### src/rtl/eha_fcs_pkg.sv
// Shared constants and state encoding for the Ethernet FCS checker.
package eha_fcs_pkg;

  // Reflected CRC-32 (IEEE 802.3) parameters
  localparam logic [31:0] CRC_POLY    = 32'hEDB8_8320;
  localparam logic [31:0] CRC_INIT    = 32'hFFFF_FFFF;
  // Register value left after running a frame plus its correct FCS through the CRC
  localparam logic [31:0] CRC_RESIDUE = 32'hDEBB_20E3;

  // Legal frame length window in bytes, FCS included
  localparam int unsigned DEF_MIN_FRAME = 64;
  localparam int unsigned DEF_MAX_FRAME = 1522;

  // IDLE: window empty, FILL: 1-3 bytes held, STREAM: 4 bytes held
  typedef enum logic [1:0] {
    ST_IDLE   = 2'd0,
    ST_FILL   = 2'd1,
    ST_STREAM = 2'd2
  } fcs_state_t;

endpackage

### src/rtl/crc32_byte_next.sv
// One-byte step of the reflected (LSB-first) CRC-32. Purely combinational.
module crc32_byte_next
  import eha_fcs_pkg::*;
(
  input  logic [31:0] crc_in,
  input  logic [7:0]  byte_in,
  output logic [31:0] crc_out
);

  logic [31:0] crc_work;

  // Fold the byte into the low bits, then shift out eight bits through the polynomial
  always_comb begin
    crc_work = crc_in ^ {24'h00_0000, byte_in};
    for (int unsigned i = 0; i < 8; i++) begin
      if (crc_work[0]) begin
        crc_work = (crc_work >> 1) ^ CRC_POLY;
      end else begin
        crc_work = crc_work >> 1;
      end
    end
    crc_out = crc_work;
  end

endmodule

### config.mk
export PLATFORM = sky130hd
export DESIGN_NAME = crc32_byte_next
export DESIGN_NICKNAME = d
export VERILOG_FILES = /design/src/rtl/eha_fcs_pkg.sv /design/src/rtl/crc32_byte_next.sv
export SDC_FILE = /design/constraint.sdc
export NUM_CORES = 1
export LEC_CHECK = 0
export CELL_PAD_IN_SITES_DETAIL_PLACEMENT = 1
export CELL_PAD_IN_SITES_GLOBAL_PLACEMENT = 2
export CORE_ASPECT_RATIO = 1.1
export CORE_MARGIN = 4
export CORE_UTILIZATION = 19
export DETAILED_ROUTE_END_ITERATION = 7
export MAX_ROUTING_LAYER = met4
export PLACE_DENSITY = 0.8
export SYNTH_ARGS = -nofsm -noshare
export SYNTH_HDL_FRONTEND = slang
export SYNTH_SLANG_ARGS = --single-unit
### constraint.sdc
create_clock -name vclk -period 1.85
set_input_delay 0.37 -clock vclk [all_inputs]
set_output_delay 0.37 -clock vclk [all_outputs]
set_load 0.02 [all_outputs]
Word-level counts from Yosys, hierarchy flattened
Cells that the tools add are included.
Storage, ports and cells
  register bits after elaboration: 0
  logic and storage cells: 17
  input port bits: 40
Operators by class
  bitwise logic cells: 9
  multiplexer cells: 8
Operators by type and width (number)
  32-bit two-way mux: 8
  13-bit inverter with 14-bit output: 8
  32-bit by 8-bit bitwise XOR with 32-bit output: 1

Logic depth before layout (Yosys ltp)
  depth after elaboration: 17
  mapped depth: 4
  gate-level depth less buffers: 4

Least setup slack after synthesis
No wires, ideal clock.
  path kind: input port to output port
  from: input port byte_in[3]
  to: output port crc_out[17]
  path buffers: 0
  path slack: -157 ps
  data required time: 1480 ps
  data arrival time: 1637 ps
  cell stages on the path: 3
  cell sequence: xnor2_4 > xnor3_2 > xor3_1
On the way
  word-level cells in the longest chain between the ends: 11
Ends and longest elaborated chain
  start, declared: RTL line crc32_byte_next.sv:6  | input logic [7:0] byte_in,
  32-bit by 8-bit bitwise XOR with 32-bit output (*): RTL line crc32_byte_next.sv:14  | crc_work = crc_in ^ {24'h00_0000, byte_in};
  32-bit two-way mux (*) (4 in a row): RTL line crc32_byte_next.sv:16  | if (crc_work[0]) begin
  13-bit inverter with 14-bit output (no line)
  32-bit two-way mux (*): RTL line crc32_byte_next.sv:16
  13-bit inverter with 14-bit output (no line)
  32-bit two-way mux (*) (3 in a row): RTL line crc32_byte_next.sv:16
  end, declared: RTL line crc32_byte_next.sv:7  | output logic [31:0] crc_out
Every way passes the cells marked *; elsewhere a longest branch is shown, timed or not.

Final worst setup path
  from: input port crc_in[0]
  to: output port crc_out[17]
On the way
  word-level cells in the longest chain between the ends: 13
Ends and longest elaborated chain
  start, declared: RTL line crc32_byte_next.sv:5  | input logic [31:0] crc_in,
  32-bit by 8-bit bitwise XOR with 32-bit output (*): RTL line crc32_byte_next.sv:14
  32-bit two-way mux (*): RTL line crc32_byte_next.sv:16
  13-bit inverter with 14-bit output (no line)
  32-bit two-way mux (*) (2 in a row): RTL line crc32_byte_next.sv:16
  13-bit inverter with 14-bit output (no line)
  32-bit two-way mux (*): RTL line crc32_byte_next.sv:16
  13-bit inverter with 14-bit output (no line)
  32-bit two-way mux (*): RTL line crc32_byte_next.sv:16
  13-bit inverter with 14-bit output (no line)
  32-bit two-way mux (*) (3 in a row): RTL line crc32_byte_next.sv:16
Marked as above.

==> results.yml <==
synthesis:
  synth.distinct_cells: 9
  ys_seq_area_frac: 0
  yosysWarnings: 0
  synth_area_um2: 955
  syn_nets: 104
  syn_inst: 64
  syn_avg_cell_area_um2: 14.9
global_route:
  antenna_found_initial: 0
  overflow: 0
  use_met3: 0.0121
  use_met2: 0.277
  grt_max_degree: 5
  busiest_layer: "met2"
  grt_usage: 0.133
  grt_pass1_wl_um: 6020
  gr-usage-met1: 0.137
  grt_pass1_vias: 1129
floorplanning:
  core_area_um2: 4750
  die_area_um2: 6220
  boundaryPins: 72
  fp.dieW_um: 75.6
  start_util: 0.201
  row_count: 26
  die_h_um: 82.3
timing:
  tightestPinTransition_ns: 0.282
  min_period_over_period: 1.09
  fmax_ghz: 0.496
  setup_tns_ns: -1.66
  maxSlewHeadroom: 0.811
  setup_violations: 21
  rsz0062_at_grt: "true"
  maxSlewViolCount: 0
  hold_slack_ns: 1.40
  timing.final.crit_period_ns: 2.01
  timing.final.ws_setup_ns: -0.165
  hold_viol: 0
placement:
  gp_congestion: 0.675
  placed_cells: 222
  portBuffers: 72
  dpl.hpwl_um: 2970
worst_setup_path:
  start_kind: "input port"
  cp.required_ns: 1.48
  end_kind: "output port"
  critical_path_peak_fanout: 4
  worstSetupPathType: "in -> out"
  crit_arrival_ns: 1.64
power:
  p_leak_nw: 1.27
  worst_ir_drop_vdd_mv: 0.421
  cellPowerDensity_nw_per_um2: 897
detailed_routing:
  routedWlPerCell_um: 16.2
  avgViaCountPerCell: 3.86
  route.vias.total: 945
  dr.pass1.iters: 2
  wl_um: 3980
  drtIter0Drc: 4
  drt_drc_violations_left: 0
  antenna_left: 0
worst_hold_path:
  hp-class: "in -> out"
cts:
  postCtsHoldBufs: 0
final_layout:
  seq_cells: 0
  layout_commonest_cell: "buf_6"
  layout.nets: 231
  finalNonFillerCells: 245
  utilization: 0.556
  regArea_um2: 0
  layout-drive-gt1-share: 0.709
  area_growth_pct: 177
  layout_common_cells: "buf_6, buf_4, clkdlybuf4s50_1"
  n_antenna_cell: 0
  nClkBuffers: 0
flow_run:
  cap_violations: 0
run_status:
  status: "complete, but fails checks"
  violations: "negative setup slack"
through the flow:
| stage | total power [mW] | area [µm²] | setup WS [ns] |
|---|---|---|---|
| final | 2.37 | 2640 | -0.165 |
| after global routing | 2.49 | 2640 | -0.216 |
| after CTS | 2.26 | 2550 | -0.195 |
| after detailed placement | 1.95 | 2050 | -1.05 |
| after global placement | 1.91 | 2050 | -1.01 |
| after floorplan | 1.04 | 1020 | -0.0881 |
final cells by class:
type               instances  area, µm²
repair buffers           125       1320
fillers                  468       2110
inverters                  1       3.75
multi-input cells         63       1250
well taps                 56       70.1
power breakdown:
group	leakage [nW]	internal, mW	switching, mW
logic	1.27	1.38	0.992
registers	0	0	0
clock network	0	0	0
cell usage after synthesis:
cell type  count  area [µm²]
xnor2_1       26         228
xnor3_1       11         248
xnor2_4        4         110
xnor2_2        8         130
xnor3_2        1        23.8
xor2_1         6        52.6
inv_2          1        3.75
xor2_2         1        16.3
xor3_1         6         143
logic make-up after synthesis:
family                 Yosys count  synth area share
buffers and inverters            1           0.00393
XOR/XNOR                        63             0.996
critical path, cell delays in order:
cell and delay (ns):
buf_8 0.10, xnor2_4 0.21, buf_6 0.18, buf_12 0.11
xor2_4 0.16, xor3_2 0.36, buf_6 0.15
repair_timing:
action,CTS,global route
pin swaps,36,11
gates resized for setup,318,17
endpoints found under the setup margin,32,27
buffers inserted,24,4
endpoints found under the hold margin,0,0
final timing paths:
kind              startpoint          end  depth (start not counted)
hold / removal    crc_in[30]  crc_out[22]                          4
setup / recovery   crc_in[0]  crc_out[17]                          7
per-layer routing:
layer | up-vias | part of all wire
li1 | 458 | -
met1 | 447 | 0.32
met2 | 40 | 0.62
met3 | 0 | 0.062
met4 | 0 | 0
met5 | - | 0
(Power assumes the default switching activity.)
